<file path="src/rtl/ahb_arb_pkg.sv">
// ahb_arb_pkg: shared constants and types for the AHB round-robin arbiter.
//   - HTRANS / HRESP encodings
//   - arbiter state encoding (ARB, LOCKED)
//   - MAX_MST: widest master vector the arbiter supports
package ahb_arb_pkg;

    localparam int MAX_MST = 16;

    localparam logic [1:0] HTRANS_IDLE   = 2'b00;
    localparam logic [1:0] HTRANS_BUSY   = 2'b01;
    localparam logic [1:0] HTRANS_NONSEQ = 2'b10;
    localparam logic [1:0] HTRANS_SEQ    = 2'b11;

    localparam logic [1:0] HRESP_OKAY  = 2'b00;
    localparam logic [1:0] HRESP_ERROR = 2'b01;
    localparam logic [1:0] HRESP_RETRY = 2'b10;
    localparam logic [1:0] HRESP_SPLIT = 2'b11;

    typedef enum logic [0:0] {
        ST_ARB    = 1'b0,
        ST_LOCKED = 1'b1
    } arb_state_e;

endpackage

</file>
<file path="src/rtl/ahb_rr_pick.sv">
// ahb_rr_pick: combinational rotating priority encoder.
// Searches i_eligible starting at i_ptr+1, wrapping at NMST-1 -> 0, and
// finishing at i_ptr itself.
// Ports:
//   i_eligible [NMST-1:0]  candidate masters
//   i_ptr      [3:0]       index of the last master granted
//   o_found                at least one candidate exists
//   o_idx      [3:0]       first candidate in rotating order (0 if none)
module ahb_rr_pick
    import ahb_arb_pkg::*;
#(
    parameter int NMST = 16
) (
    input  logic [NMST-1:0] i_eligible,
    input  logic [3:0]      i_ptr,
    output logic            o_found,
    output logic [3:0]      o_idx
);

    logic [MAX_MST-1:0] w_elig_x;
    int                 w_cand;

    assign w_elig_x = MAX_MST'(i_eligible);

    always_comb begin
        o_found = 1'b0;
        o_idx   = '0;
        w_cand  = 0;
        for (int k = 1; k <= NMST; k++) begin
            w_cand = (int'(i_ptr) + k) % NMST;
            if (!o_found && w_elig_x[w_cand[3:0]]) begin
                o_found = 1'b1;
                o_idx   = w_cand[3:0];
            end
        end
    end

endmodule

</file>
<file path="src/rtl/ahb_rr_arbiter.sv">
// ahb_rr_arbiter: round-robin AHB bus arbiter for up to 16 masters with
// locked-transfer support, split masking and default-master parking.
// Optional feature macro: AHB_ARB_BURST_HOLD_EN (hold the grant while
// HTRANS=SEQ in the ARB state; SPLIT still forces re-arbitration).
// Ports:
//   HCLK, HRESETn        clock, asynchronous active-low reset
//   HBUSREQx [NMST]      bus requests
//   HLOCKx   [NMST]      locked-transfer requests
//   HSPLIT   [NMST]      split release, bit i unmasks master i
//   HREADY               transfer complete / handover strobe
//   HRESP    [2]         slave response
//   HTRANS   [2]         transfer type (burst-hold feature only)
//   HGRANTx  [NMST]      registered one-hot grant
//   HMASTER  [4]         registered address-phase owner
//   HMASTLOCK            registered locked-sequence flag
//   o_dbg_state          current arbiter state
//   o_dbg_mask [NMST]    current split mask
//
// Handshake: every register except the split mask advances only on edges
// where HREADY=1; the split mask clears on any edge where HSPLIT is high.
module ahb_rr_arbiter
    import ahb_arb_pkg::*;
#(
    parameter int NMST    = 16,
    parameter int DEF_MST = 0
) (
    input  logic            HCLK,
    input  logic            HRESETn,
    input  logic [NMST-1:0] HBUSREQx,
    input  logic [NMST-1:0] HLOCKx,
    input  logic [NMST-1:0] HSPLIT,
    input  logic            HREADY,
    input  logic [1:0]      HRESP,
    input  logic [1:0]      HTRANS,
    output logic [NMST-1:0] HGRANTx,
    output logic [3:0]      HMASTER,
    output logic            HMASTLOCK,
    output arb_state_e      o_dbg_state,
    output logic [NMST-1:0] o_dbg_mask
);

    localparam logic [3:0] DEF_IDX = 4'(DEF_MST);

    arb_state_e      r_state;
    logic [NMST-1:0] r_grant;
    logic [3:0]      r_gidx;
    logic [3:0]      r_hmaster;
    logic            r_mastlock;
    logic [3:0]      r_downer;
    logic [3:0]      r_ptr;
    logic [NMST-1:0] r_mask;

    logic [MAX_MST-1:0] w_lock_x;
    logic [MAX_MST-1:0] w_req_x;
    logic               w_split;
    logic [NMST-1:0]    w_split_set;
    logic [NMST-1:0]    w_elig;
    logic               w_hold;
    logic               w_cur_keep;
    logic               w_rearb;
    logic               w_found;
    logic [3:0]         w_pick_idx;
    logic [3:0]         w_next_gidx;

    assign w_lock_x = MAX_MST'(HLOCKx);
    assign w_req_x  = MAX_MST'(HBUSREQx);

    // SPLIT is acted on in its second cycle, the one with HREADY=1.
    assign w_split = HREADY && (HRESP == HRESP_SPLIT);

    // The default master is never masked so the bus always has a parking owner.
    assign w_split_set = (w_split && (r_downer != DEF_IDX)) ? (NMST'(1) << r_downer) : '0;

    // A master being split on this very edge is already excluded, so it
    // cannot be handed the bus in the same cycle its slave rejected it.
    assign w_elig = HBUSREQx & ~(r_mask | w_split_set);

`ifdef AHB_ARB_BURST_HOLD_EN
    assign w_hold = (HTRANS == HTRANS_SEQ);
`else
    logic w_unused_htrans;
    assign w_unused_htrans = ^HTRANS;
    assign w_hold = 1'b0;
`endif

    // A locked owner keeps the bus while it still requests with HLOCK high.
    assign w_cur_keep = w_lock_x[r_gidx] && w_req_x[r_gidx];

    assign w_rearb = HREADY && (w_split ||
                     ((r_state == ST_ARB) ? !w_hold : !w_cur_keep));

    ahb_rr_pick #(.NMST(NMST)) u_pick (
        .i_eligible (w_elig),
        .i_ptr      (r_ptr),
        .o_found    (w_found),
        .o_idx      (w_pick_idx)
    );

    assign w_next_gidx = w_found ? w_pick_idx : DEF_IDX;

    always_ff @(posedge HCLK or negedge HRESETn) begin
        if (!HRESETn) begin
            r_state    <= ST_ARB;
            r_grant    <= NMST'(1) << DEF_IDX;
            r_gidx     <= DEF_IDX;
            r_hmaster  <= DEF_IDX;
            r_mastlock <= 1'b0;
            r_downer   <= DEF_IDX;
            r_ptr      <= DEF_IDX;
            r_mask     <= '0;
        end else begin
            // Set wins over a coincident release of the same bit.
            r_mask <= (r_mask & ~HSPLIT) | w_split_set;
            if (HREADY) begin
                r_hmaster  <= r_gidx;
                r_mastlock <= w_lock_x[r_gidx];
                r_downer   <= r_hmaster;
                if (w_rearb) begin
                    r_gidx  <= w_next_gidx;
                    r_grant <= NMST'(1) << w_next_gidx;
                    if (w_found) begin
                        r_ptr <= w_pick_idx;
                    end
                    r_state <= w_lock_x[w_next_gidx] ? ST_LOCKED : ST_ARB;
                end
            end
        end
    end

    assign HGRANTx     = r_grant;
    assign HMASTER     = r_hmaster;
    assign HMASTLOCK   = r_mastlock;
    assign o_dbg_state = r_state;
    assign o_dbg_mask  = r_mask;

endmodule
</file>
<file path="config.mk">
export PLATFORM = sky130hd
export DESIGN_NAME = ahb_rr_arbiter
export DESIGN_NICKNAME = d
export VERILOG_FILES = /design/src/rtl/ahb_arb_pkg.sv /design/src/rtl/ahb_rr_pick.sv /design/src/rtl/ahb_rr_arbiter.sv
export SDC_FILE = /design/constraint.sdc
export NUM_CORES = 1
export LEC_CHECK = 0
export CAP_MARGIN = 20
export CORE_MARGIN = 2
export CORE_UTILIZATION = 54
export DETAILED_ROUTE_END_ITERATION = 8
export PLACE_DENSITY_LB_ADDON = 0.05
export RECOVER_POWER = 50
export SLEW_MARGIN = 10
export SYNTH_ARGS = -nofsm -noshare
export SYNTH_HDL_FRONTEND = slang
export SYNTH_SLANG_ARGS = --single-unit
</file>
<file path="constraint.sdc">
create_clock -name HCLK -period 5.85 [get_ports HCLK]
set_input_delay 0.585 -clock HCLK [delete_from_list [all_inputs] [get_ports HCLK]]
set_output_delay 0.585 -clock HCLK [all_outputs]
set_load 0.02 [all_outputs]
</file>
==> impl_metrics.csv <==
group,metric,value,unit
worst_setup_path,critPathArrivalTime,5350,ps
global_route,first_global_vias,5281,
yosys,post_synth_num_cell_types,77,
floorplan,dieWidth,101,µm
worst_setup_path,crit_path_max_incr_delay,600,ps
yosys,postSynth.asyncResetShare,100,%
worst_setup_path,worst_ep_required_time,6020,ps
cells_and_area,most_common_library_cell_in_the_layout_ignoring_fill_and_taps,"clkdlybuf4s50_1",
clock_network,numCtsBuffers,5,
clock_network,clk_pin_slew_worst_paths,100,ps
cells_and_area,area_growth,22.5,%
timing,period_minus_slack,5180,ps
clock_network,clock_path_buffers,2,
global_route,initial_antenna_violation_count,0,
timing,final_cycle_share,88.5,%
clock_network,cts_root_buf,"clkbuf_8",
drt,drc_errors,0,
clock_network,clk_latency,300,ps
cells_and_area,drive_above_1_share,11.4,%
clock_network,post-cts-setup-buffers,0,
timing,max_slew_margin,-76.1,%
drt,routedWlPerCell,22.4,µm
yosys,synth_warnings,0,
status,failed_checks,"capacitance limit, slew limit",
status,outcome,"finished with violations",
yosys,syn-num-nets,625,
floorplan,starting_utilization_of_the_core_area,55.4,%
yosys,edff_count_synth,0,
yosys,post_synth_inst_count,563,
yosys,yosysSeqAreaShare,24.7,%
timing,timing_hold_violations_final,0,
timing,timing_max_transition_violations_final,51,
drt,totalWireLength,17000,µm
yosys,post_synthesis_instance_area,5070,µm²
floorplan,chipHeight,101,µm
global_route,maximum_number_of_pins_on_one_net_before_global_route_repair,51,
timing,setup-violations-final,0,
clock_network,cts.sinks,50,
drt,vias_per_cell,6.94,
worst_setup_path,cp_cell_sequence,"dlygate4sd3_1, nand4b_2, buf_4, o211ai_1, a32o_1, mux4_2, nand4_1, nor4_4, nand4_4, or2_1, or3_1, a221o_1, nor2b_1, a22oi_1, o211ai_1",
drt,dr.pass1.iters,5,
placement,finalWeightedCongestion,0.975,
job,maxCapViolations,1,
clock_network,cts_hold_buf,0,
yosys,ys_ff_latch,50,
worst_setup_path,cp-start-kind,"input pin",
placement,numPlacedInstances,750,
timing,rsz0062_at_grt,"false",
worst_setup_path,worstSetupEndpointType,"register",
timing,setup_tns,0,ps
drt,ant_nets,0,
floorplan,design.core.area,9150,µm²
placement,place_hpwl,13000,µm
worst_setup_path,worstRegToRegCells,13,
clock_network,cts.repair.resized,0,
timing,achievable-frequency,0.193,GHz
timing,timing_worst_slew_pin_value,2640,ps
drt,via_count,5269,
placement,buffer_ports.inserted,90,
cells_and_area,multi_input_comb_area,3590,µm²
cells_and_area,n_diodes,0,
min_path,holdCritPathClass,"register to register",
worst_setup_path,crit_path_max_fanout,12,
floorplan,ios,93,
drt,drt_iter0_drc,406,
min_path,min_delay_path_depth,1,
global_route,grt-ovfl-total,0,
global_route,wire_length_of_the_first_global_routing_pass,27400,µm
cells_and_area,fin_nets,709,
cells_and_area,instances_no_fill,759,
cells_and_area,seq_area,1250,µm²
clock_network,cts_max_level,2,
worst_setup_path,crit_path_frequent_cell,"o211ai_1",
cells_and_area,mostFrequentLayoutCells,"clkdlybuf4s50_1 (87), dfrtp_1 (49), nand2_1 (48)",
yosys,commonest_register_cell_after_synthesis,"dfrtp_1",
worst_setup_path,master_of_the_slowest_instance_on_the_critical_path,"dlygate4sd3_1",
yosys,postSynthAreaPerCell,9.00,µm²
floorplan,floorplan.die_area,10200,µm²
timing,worst_clock_skew,12.2,ps
cells_and_area,final.fill_count,745,
worst_setup_path,critical_path_class,"input pin to register",
global_route,groute.usage.overall,34.7,%
clock_network,tritoncts_clock_tree,"done",
floorplan,rows,35,
==> stage by stage <==
stage                     util (%)  hold slack (ps)  area [µm²]  worst slack [ps]
after global placement        66.6              492        6100               540
after global routing          67.8              534        6210               336
after floorplan                  -              289        5070               940
after detailed placement      66.6              491        6100               493
final                         67.8              515        6210               673
after CTS                     67.8              518        6210               720
==> state kept, by name, summed over array words and instances (netlist names) <==
name,count
HMASTER,4
r_ptr,4
o_dbg_mask,16
o_dbg_state,1
r_downer,4
HMASTLOCK,1
HGRANTx,16
r_gidx,4
==> kinds of logic (layout without fill, tap and decap cells) <==
logic type / after synthesis / in the layout / share of synthesized area, %
buffers and inverters: 56 / 141 / 4.45
muxes: 60 / 60 / 16.9
xor gates and xnor gates: 17 / 17 / 2.94
AOI/OAI and AO/OA: 188 / 188 / 27.5
adders and majority gates: 7 / 7 / 1.73
and+or+nand+nor: 185 / 185 / 21.8
DFF: 50 / 50 / 24.7
==> cell usage after synthesis, types with 5 or more instances <==
library cell,count,share of area (%)
a21o_1,10,1.5
inv_1,21,1.6
a2111oi_0,7,1.2
xor2_1,5,0.86
a22o_1,17,2.9
and3b_1,5,0.86
and2_1,15,1.9
o211ai_1,17,2.5
nand3b_1,7,1.0
mux4_2,19,8.4
dfrtp_1,49,24
nand3_1,13,1.3
a21oi_1,24,2.4
nor2b_1,20,2.5
nand2b_1,6,0.74
mux2i_1,28,5.5
xnor2_1,12,2.1
nor3_1,6,0.59
nor2_1,16,1.2
o22ai_1,17,2.1
buf_2,12,1.2
nand2_1,48,3.6
ha_1,7,1.7
nand4_1,7,0.86
o21bai_1,5,0.74
mux2_2,13,2.9
clkbuf_1,16,1.2
nor3b_1,5,0.74
o21ai_0,23,2.3
==> final timing paths <==
path / from / end / slack [ps]
max: HREADY / o_dbg_state / 670
min: HGRANTx[4] / HGRANTx[4] / 520
max reg2reg: r_downer[0] / o_dbg_state / 680
min reg2reg: HGRANTx[4] / HGRANTx[4] / 520
max in group asynchronous: HRESETn / HGRANTx[3] / 3240
min in group asynchronous: HRESETn / HMASTER[0] / 1110
==> layer usage <==
| metal | part of all wire, % | track usage (%) |
|---|---|---|
| met2 | 47 | 55.5 |
| met3 | 8.7 | 6.59 |
| met1 | 42 | 47.1 |
| met5 | 0 | 0 |
| met4 | 2.9 | 12.1 |
==> layout make-up <==
cell class | instances | area share (%)
multi-input cells | 457 | 57.8
flip-flops and latches | 50 | 20.2
repair buffers | 108 | 16.5
well taps | 111 | 2.24
inverters | 25 | 1.51
clock buffers | 6 | 1.17
clock inverters | 2 | 0.605
==> worst max-delay path, delay by kind of cell <==
family	cells	cell delay, ps
AOI/OAI and AO/OA	5	1360
muxes	1	360
and+or+nand+nor	7	2100
buffers and inverters	2	920
Power is left out: the tool's default activity adds up to more than one toggle a clock period on the data nets, which glitch-free logic cannot reach.
